<file path="config.mk">
export PLATFORM = sky130hd
export DESIGN_NAME = wishbone_uart_tx_fifo_slave
export DESIGN_NICKNAME = d
export VERILOG_FILES = /design/src/rtl/wishbone_uart_pkg.sv /design/src/rtl/sync_byte_fifo.sv /design/src/rtl/wishbone_uart_tx_fifo_slave.sv
export SDC_FILE = /design/constraint.sdc
export NUM_CORES = 1
export LEC_CHECK = 0
export CAP_MARGIN = 10
export CORE_AREA = 2 2 119 121
export CTS_CLUSTER_DIAMETER = 30
export DETAILED_ROUTE_END_ITERATION = 10
export DIE_AREA = 0 0 121 123
export PLACE_DENSITY = 0.9
export SLEW_MARGIN = 5
export SYNTH_ARGS = -nofsm -noshare
export SYNTH_HDL_FRONTEND = slang
export SYNTH_SLANG_ARGS = --single-unit
</file>
<file path="constraint.sdc">
create_clock -name clk_i -period 6.6 [get_ports clk_i]
set_input_delay 1.65 -clock clk_i [delete_from_list [all_inputs] [get_ports clk_i]]
set_output_delay 1.65 -clock clk_i [all_outputs]
set_load 0.02 [all_outputs]
</file>
<file path="src/rtl/wishbone_uart_pkg.sv">
// Shared register map and STATUS layout for the wishbone UART TX FIFO slave.
package wishbone_uart_pkg;

  localparam logic [1:0] TXDATA_REG = 2'd0;
  localparam logic [1:0] STATUS_REG = 2'd1;

  localparam int unsigned EMPTY_BIT = 0;
  localparam int unsigned FULL_BIT  = 1;
  localparam int unsigned OVF_BIT   = 2;
  localparam int unsigned LEVEL_LSB = 8;
  localparam int unsigned THR_LSB   = 20;

  localparam int unsigned LEVEL_W = 9;
  localparam int unsigned THR_W   = 5;

  // Assemble the STATUS read word; unused bits stay zero.
  function automatic logic [31:0] status_word(input logic empty, input logic full,
                                              input logic ovf,
                                              input logic [LEVEL_W-1:0] level,
                                              input logic [THR_W-1:0] thr);
    logic [31:0] w;
    w = '0;
    w[EMPTY_BIT] = empty;
    w[FULL_BIT]  = full;
    w[OVF_BIT]   = ovf;
    w[LEVEL_LSB +: LEVEL_W] = level;
    w[THR_LSB +: THR_W]     = thr;
    return w;
  endfunction

endpackage

</file>
<file path="src/rtl/sync_byte_fifo.sv">
// Show-ahead byte FIFO; accepts a push while full when a pop happens on the same edge.
module sync_byte_fifo #(
  parameter int unsigned FIFO_DEPTH = 16
) (
  input  logic                           clk,
  input  logic                           rst_n,
  input  logic                           push,
  input  logic                           pop,
  input  logic [7:0]                     din,
  output logic [7:0]                     dout,
  output logic                           empty,
  output logic                           full,
  output logic [$clog2(FIFO_DEPTH):0]    level
);

  localparam int unsigned PTR_W = $clog2(FIFO_DEPTH);
  localparam int unsigned LVL_W = PTR_W + 1;

  logic [7:0]       mem [FIFO_DEPTH];
  logic [PTR_W-1:0] wr_ptr;
  logic [PTR_W-1:0] rd_ptr;
  logic             wr_en;
  logic             rd_en;
  logic [LVL_W-1:0] level_nxt;

  assign rd_en     = pop & ~empty;
  assign wr_en     = push & (~full | rd_en);
  assign level_nxt = level + LVL_W'(wr_en) - LVL_W'(rd_en);
  assign dout      = mem[rd_ptr];

  // Storage, pointers and registered flags; contents cleared on reset.
  always_ff @(posedge clk or negedge rst_n) begin
    if (!rst_n) begin
      for (int i = 0; i < FIFO_DEPTH; i++) mem[i] <= '0;
      wr_ptr <= '0;
      rd_ptr <= '0;
      level  <= '0;
      empty  <= 1'b1;
      full   <= 1'b0;
    end else begin
      if (wr_en) begin
        mem[wr_ptr] <= din;
        wr_ptr      <= wr_ptr + PTR_W'(1);
      end
      if (rd_en) rd_ptr <= rd_ptr + PTR_W'(1);
      level <= level_nxt;
      empty <= (level_nxt == '0);
      full  <= (level_nxt == LVL_W'(FIFO_DEPTH));
    end
  end

endmodule

</file>
<file path="src/rtl/wishbone_uart_tx_fifo_slave.sv">
// Wishbone classic slave buffering TX bytes for uart_tx; STATUS register for polling.
// Optional TX_FIFO_IRQ_EN adds irq_o with a programmable level threshold.
module wishbone_uart_tx_fifo_slave
  import wishbone_uart_pkg::*;
#(
  parameter int unsigned FIFO_DEPTH = 16,
  parameter int unsigned ADDR_LSB   = 2
) (
  input  logic        clk_i,
  input  logic        rst_n_i,
  input  logic [31:0] addr_i,
  input  logic        we_i,
  input  logic [31:0] data_i,
  input  logic        cyc_i,
  input  logic        stb_i,
  output logic [31:0] data_o,
  output logic        ack_o,
  output logic [7:0]  tx_data_o,
  output logic        tx_data_valid_o,
  input  logic        tx_data_ready_i
`ifdef TX_FIFO_IRQ_EN
  , output logic      irq_o
`endif
);

  localparam int unsigned LVL_W = $clog2(FIFO_DEPTH) + 1;

  logic             acc;
  logic [1:0]       reg_idx;
  logic             push;
  logic             pop;
  logic             st_wr;
  logic             empty;
  logic             full;
  logic [LVL_W-1:0] level;
  logic             ovf_q;
  logic             ovf_nxt;
  logic [THR_W-1:0] thr;
  logic [31:0]      rdata;
  logic             unused_bits;

  assign acc     = cyc_i & stb_i & ~ack_o;
  assign reg_idx = addr_i[ADDR_LSB+1:ADDR_LSB];
  assign push    = acc & we_i & (reg_idx == TXDATA_REG);
  assign st_wr   = acc & we_i & (reg_idx == STATUS_REG);
  assign pop     = tx_data_valid_o & tx_data_ready_i;
  assign tx_data_valid_o = ~empty;
  assign unused_bits = ^{addr_i, data_i};

  sync_byte_fifo #(.FIFO_DEPTH(FIFO_DEPTH)) u_fifo (
    .clk   (clk_i),
    .rst_n (rst_n_i),
    .push  (push),
    .pop   (pop),
    .din   (data_i[7:0]),
    .dout  (tx_data_o),
    .empty (empty),
    .full  (full),
    .level (level)
  );

  // Sticky overflow: a dropped push wins over a same-cycle clear.
  always_comb begin
    ovf_nxt = ovf_q;
    if (st_wr && data_i[OVF_BIT]) ovf_nxt = 1'b0;
    if (push && full && !pop)     ovf_nxt = 1'b1;
  end

  always_comb begin
    rdata = '0;
    if (reg_idx == STATUS_REG)
      rdata = status_word(empty, full, ovf_q, LEVEL_W'(level), thr);
  end

  // Single-cycle ack; read data only present alongside a read ack.
  always_ff @(posedge clk_i or negedge rst_n_i) begin
    if (!rst_n_i) begin
      ack_o  <= 1'b0;
      data_o <= '0;
      ovf_q  <= 1'b0;
    end else begin
      ack_o  <= acc;
      data_o <= (acc && !we_i) ? rdata : '0;
      ovf_q  <= ovf_nxt;
    end
  end

`ifdef TX_FIFO_IRQ_EN
  logic [THR_W-1:0] thr_q;
  assign thr = thr_q;

  // Level-sensitive interrupt, one cycle behind the FIFO level.
  always_ff @(posedge clk_i or negedge rst_n_i) begin
    if (!rst_n_i) begin
      thr_q <= '0;
      irq_o <= 1'b0;
    end else begin
      if (st_wr) thr_q <= data_i[THR_LSB +: THR_W];
      irq_o <= (LEVEL_W'(level) <= LEVEL_W'(thr_q));
    end
  end
`else
  assign thr = '0;
`endif

endmodule

</file>
==> flow_summary.toml, run 1 <==
[run_status]
status = "complete, no violations"

[power]
swShare = 0.331
vdd_drop_max_mv = 0.253
clock_power_share = 0.312
powerDensity_nw_per_um2 = 386
p_sw_mw = 1.06
pwr-share-comb = 0.281
leakage_nw = 4.11
internal-power_mw = 2.13
p_seq_frac = 0.407

[yosys]
yosysSeqAreaShare = 0.522
synth_warnings = 0
syn_inst = 511
ys_ff_latch = 153
ys.flop_type = "dfrtp_1"
syn_area_um2 = 7330
synth_edf_count = 0
synth.distinct_cells = 42
synthArstFlopShare = 1.00
synth.avg_cell_area_um2 = 14.4

[grt]
grt_max_degree = 95
grt_usage = 0.209
grt_first_pass_wirelength_mm = 23.8
overflow = 0
antenna_found_initial = 0
first_global_vias = 4451

[floorplan]
core_um2 = 13600
io-pin-count = 112
initial_core_util = 0.539
die_h_um = 123
die-width_um = 121
die_area_um2 = 14900
std_cell_rows = 43

[worst_hold_path]
hold_class = "flip-flop to flip-flop"
hold_start = "ack_o$_DFF_PN0_"

[worst_setup_path]
worst-path-max-fanout = 39
startpoint_type = "flip-flop"
crit_slowest_cell = "dfrtp_2"
r2r_start = "u_fifo.empty$_DFF_PN1_"
crit_arrival_ps = 3380
critPathMaxStageDelay_ps = 1160
critPathRequiredTime_ps = 4950
critPathTopFamily = "flip-flops"
worstSetupStartpoint = "u_fifo.rd_ptr[0]$_DFFE_PN0P_"
crit_chain = "buf_4, mux4_2, a22oi_1, nand2_1, clkdlybuf4s50_1"
critPathKind = "flip-flop to output pin"
crit_buf_inv = 2
crit_path_end_kind = "output pin"

[routing]
route.detailed.drc = 0
wl_met2_mm = 7.85
highest_layer = "met4"
wl_met3_um = 639
drtAntennaViolNets = 0
firstDrtPassIters = 4
drt_wl_total_mm = 14.8
viasPerCell = 5.90
vias = 4296
drtIter0Drc = 325
post_drt_wl_per_cell_um = 20.4
met1_length_mm = 6.13

[clock_tree]
cts_root_buf = "clkbuf_16"
holdBufCountCts = 0
clk_latency_ps = 420
clock-sinks = 153
cts_setup_buffers = 0
cts_resized = 0
clockBufferDepth = 2
cts.htree.levels = 4
numCtsBuffers = 17
cts_tree = "built"
clk_pin_slew_ps = 60

[layout]
area_delta_synth_final_pct = 12.8
layout.nets = 616
drive_gt1_frac = 0.365
final_cells = 728
design_area_um2 = 8270
antenna_cells = 0

[sta]
fmax_mhz = 199
tns_ps = 0
finalSetupViolations = 0
tightest_slew_ps = 1190
maxSlewViolCount = 0
rsz0062_at_grt = "false"
period_needed_ps = 5030
relSlewSlack = 0.205
finClkSkew_ps = 13.4
finalCritPeriodShare = 0.763
hold_viol_final = 0

[run]
max_cap_viol_count = 0

[place]
io_buffers = 33
place_area_um2 = 7660
place_congestion = 0.803
hpwlAfterDp_mm = 9.45
dp_cells = 696
[placed cells by master (no fill, tap or decap), types with 3 or more instances in the layout]
| cell | n |
|---|---|
| ha_1 | 10 |
| inv_6 | 3 |
| mux2i_1 | 32 |
| conb_1 | 24 |
| clkinvlp_4 | 5 |
| and2_1 | 9 |
| nand2_1 | 13 |
| clkbuf_16 | 17 |
| mux2_2 | 127 |
| and4bb_2 | 3 |
| dfrtp_1 | 151 |
| buf_4 | 6 |
| bufinv_16 | 3 |
| xnor2_1 | 8 |
| a221oi_1 | 16 |
| o21ai_0 | 10 |
| a22oi_1 | 8 |
| clkdlybuf4s50_1 | 32 |
| inv_1 | 12 |
| nand4b_2 | 4 |
| mux4_2 | 16 |
[kinds of logic after synthesis]
group / count (synthesis) / share of synthesized area
flops: 153 / 0.522
fa+ha+maj: 11 / 0.0198
compound gates: 40 / 0.0401
other cells: 1 / 0.000511
buf+inv: 69 / 0.0561
xor+xnor: 10 / 0.0119
simple gates: 50 / 0.0573
mux: 177 / 0.292
[metrics by stage]
stage	hold WS [ps]	setup WS, ps	utilization	power, mW
after floorplan	454	2800	-	1.91
after global placement	432	1930	0.563	2.13
after detailed placement	440	1880	0.563	2.19
after CTS	451	1550	0.608	3.19
after global routing	479	1450	0.608	3.33
final	450	1570	0.608	3.19
[state kept, by name (all words and copies together) (netlist names)]
signal	count
u_fifo.mem	128
data_o	8
u_fifo.level	5
u_fifo.rd_ptr	4
u_fifo.wr_ptr	4
ack_o	1
ovf_q	1
u_fifo.empty	1
u_fifo.full	1
[Yosys cell counts, types with 3 or more instances]
master / instances / share of area
a221oi_1: 16 / 0.019
buf_2: 10 / 0.0068
nand4b_2: 4 / 0.0082
mux4_2: 16 / 0.049
and2_1: 9 / 0.0077
clkbuf_1: 14 / 0.0072
o21ai_0: 10 / 0.0068
nand2_1: 13 / 0.0067
buf_4: 28 / 0.029
a22oi_1: 8 / 0.0082
xnor2_1: 8 / 0.0096
and4bb_2: 3 / 0.0051
mux2_2: 127 / 0.20
ha_1: 10 / 0.017
mux2i_1: 32 / 0.044
dfrtp_1: 152 / 0.52
inv_1: 12 / 0.0061
[cell type report]
| cell class | count | area (um2) |
|---|---|---|
| flip-flops and latches | 153 | 3830 |
| clock buffers | 19 | 443 |
| multi-input cells | 312 | 3180 |
| clock inverters | 13 | 168 |
| well taps | 180 | 225 |
| fillers | 958 | 5340 |
| inverters | 12 | 45.0 |
| repair buffers | 39 | 377 |
[worst paths after layout]
path,end,slack (ps),cells past startpoint
min reg2reg,ack_o$_DFF_PN0_,450,1
min in group asynchronous,ack_o$_DFF_PN0_,1290,1
max reg2reg,u_fifo.full$_DFF_PN0_,3640,6
min,ack_o$_DFF_PN0_,450,1
max in group asynchronous,u_fifo.mem[102]$_DFFE_PN0P_,3990,2
max,tx_data_o[1],1570,5
[worst register-to-register path: stages, from the launching register on]
cell	delay [ps]
dfstp_2	380
nor2b_1	450
o2111a_2	660
ha_1	290
fa_1	440
or3_1	410
nor3b_1	240
[per-layer routing]
| metal | vias to the layer above | global-route usage |
|---|---|---|
| met1 | 2262 | 0.263 |
| li1 | 1878 | - |
| met2 | 133 | 0.364 |
| met3 | 23 | 0.0447 |
| met4 | 0 | 0.0632 |
| met5 | - | 0 |
[power by group through the flow]
stage,logic [mW],clock network [mW],registers [mW]
after floorplan,0.758,0,1.15
after CTS,0.897,1.00,1.30
final,0.897,0.994,1.30
after detailed placement,0.882,0,1.31
after global placement,0.843,0,1.29
after global routing,0.970,1.04,1.32
Note: power is estimated with default switching activity, not from simulation.
==> run 2: changes to the inputs <==
--- a/config.mk
+++ b/config.mk
@@ -6,11 +6,11 @@
 export NUM_CORES = 1
 export LEC_CHECK = 0
 export CAP_MARGIN = 10
-export CORE_AREA = 2 2 119 121
+export CORE_AREA = 2 2 126 128
 export CTS_CLUSTER_DIAMETER = 30
 export DETAILED_ROUTE_END_ITERATION = 10
-export DIE_AREA = 0 0 121 123
-export PLACE_DENSITY = 0.9
+export DIE_AREA = 0 0 128 130
+export PLACE_DENSITY = 0.85
 export SLEW_MARGIN = 5
 export SYNTH_ARGS = -nofsm -noshare
 export SYNTH_HDL_FRONTEND = slang
==> constraint.sdc (replaced) <==
create_clock -name clk_i -period 4.1 [get_ports clk_i]
set_input_delay 1.025 -clock clk_i [delete_from_list [all_inputs] [get_ports clk_i]]
set_output_delay 1.025 -clock clk_i [all_outputs]
set_load 0.02 [all_outputs]
==> run 2 against run 1 <==
Worst hold slack improved by 8.0 ps. Critical path type unchanged. Worst setup slack got worse by 1400 ps. Design area up 0.12%. Largest cell class unchanged. Highest routed layer unchanged. Sequential power rose by 50%. Global-route usage decreased by 2.3 points. Non-clock buffer count increased by 3. Combinational power is 74% higher. Sequential share of layout area down 0.056 points. Sequential cell count did not move. Total power up 57%. Critical endpoint is now tx_data_o[4]. Critical path depth unchanged.
==> flow_summary.toml, run 2 (synthesis gave the netlist of run 1 again) <==
[run_status]
status = "complete, no violations"

[routing]
route.detailed.drc = 0
vias = 4206
drt_wl_total_mm = 14.6
drtIter0Drc = 282
firstDrtPassIters = 4
post_drt_wl_per_cell_um = 19.6
drtAntennaViolNets = 0
viasPerCell = 5.66

[sta]
maxSlewViolCount = 0
relSlewSlack = 0.410
period_needed_ps = 3930
rsz0062_at_grt = "false"
tightest_slew_ps = 885
tns_ps = 0
hold_viol_final = 0
finalCritPeriodShare = 0.959
fmax_mhz = 254
finClkSkew_ps = 9.71
finalSetupViolations = 0

[power]
p_seq_frac = 0.389
vdd_drop_max_mv = 0.298
p_total_mw = 5.02
pwr-share-comb = 0.312
leakage_nw = 4.12
powerDensity_nw_per_um2 = 605
p_sw_mw = 1.66
internal-power_mw = 3.36
swShare = 0.330
clock_power_share = 0.299

[worst_setup_path]
startpoint_type = "flip-flop"
critPathRequiredTime_ps = 3070
critPathKind = "flip-flop to output pin"
worst-path-max-fanout = 17
r2r_slack_ps = 1530
crit_arrival_ps = 2910
crit_path_end_kind = "output pin"

[clock_tree]
cts.htree.levels = 4
clk_pin_slew_ps = 60
cts_root_buf = "clkbuf_16"
clockBufferDepth = 2
clock-sinks = 153
holdBufCountCts = 0
clk_latency_ps = 430
cts_resized = 0
cts_setup_buffers = 0
cts_tree = "built"
numCtsBuffers = 17

[run]
max_cap_viol_count = 0

[layout]
antenna_cells = 0
final_common_cell = "dfrtp_1"
largest_reg_flops = 128
layout_common_cells = "dfrtp_1, mux2_2, mux2i_1, clkdlybuf4s50_1, conb_1"
largest_register = "u_fifo.mem"
reg.largest.list = "u_fifo.mem x128, data_o x8, u_fifo.level x5"
drive_gt1_frac = 0.365
area_delta_synth_final_pct = 12.9
layout.nets = 619

[grt]
overflow = 0
grt_usage = 0.186
first_global_vias = 4305
grt_util_met2 = 0.306
grt_first_pass_wirelength_mm = 23.4
grt.busiest_layer = "met2"
antenna_found_initial = 0
met3_usage = 0.0365
met1_usage = 0.236
grt_max_degree = 98

[place]
io_buffers = 33
hpwlAfterDp_mm = 9.68
place_congestion = 0.819

[floorplan]
io-pin-count = 112
die_h_um = 130
initial_core_util = 0.475
die_area_um2 = 16600
std_cell_rows = 46
core_um2 = 15400
die-width_um = 128

[worst_hold_path]
hold_class = "flip-flop to flip-flop"
-- run 2: changes by cell type in the layout (fill, tap and decap cells not counted), moves of 2 or more --
cell	previous run	this run
clkinvlp_4	5	3
buf_4	6	8
clkbuf_8	1	4
bufinv_16	3	1
-- run 2: power by group through the flow --
stage | Sequential (mW) | Combinational, mW | Clock [mW]
3_5_place_dp | 1.98 | 1.55 | 0
4_1_cts | 1.95 | 1.58 | 1.52
5_1_grt | 1.98 | 1.70 | 1.59
6_report | 1.95 | 1.56 | 1.50
2_1_floorplan | 1.86 | 1.22 | 0
3_3_place_gp | 1.95 | 1.51 | 0
-- run 2: area by class of cell --
class	count	area, um2
multi-input combinational	312	3180
sequential	153	3830
fill	1167	7140
clock buffer	23	488
clock inverter	9	88.8
inverter	12	45.0
timing repair buffer	42	412
tap	192	240
-- run 2: through the flow --
stage                     instance area [um2]   util  hold slack (ps)  setup slack [ps]  cells
after floorplan                          7420      -              454               925    534
after global placement                   7710  0.500              430               608    711
after detailed placement                 7710  0.500              449               569    711
after CTS                                8280  0.537              462               192    743
after global routing                     8280  0.537              486              29.4    743
final                                    8280  0.537              458               168    743
-- run 2: final timing paths --
check,from,cells after the start,end
worst max-delay path,u_fifo.rd_ptr[2]$_DFFE_PN0P_,5,tx_data_o[4]
worst min-delay path,ack_o$_DFF_PN0_,1,ack_o$_DFF_PN0_
worst max register to register,u_fifo.empty$_DFF_PN1_,10,u_fifo.full$_DFF_PN0_
worst min register to register,ack_o$_DFF_PN0_,1,ack_o$_DFF_PN0_
max in group asynchronous,rst_n_i,2,u_fifo.mem[48]$_DFFE_PN0P_
min in group asynchronous,rst_n_i,1,data_o[2]$_DFF_PN0_
-- run 2: layer usage --
metal,routed length [um],part of all wire
met2,7410,0.51
met1,6120,0.42
met3,586,0.040
met5,0,0
met4,433,0.030
-- run 2: worst max-delay path, stage by stage, from the launching register on --
cell and delay (ps):
dfrtp_1 510, and2_1 450, a221oi_1 590, a22oi_1 180, nand2_1 130, clkdlybuf4s50_1 610
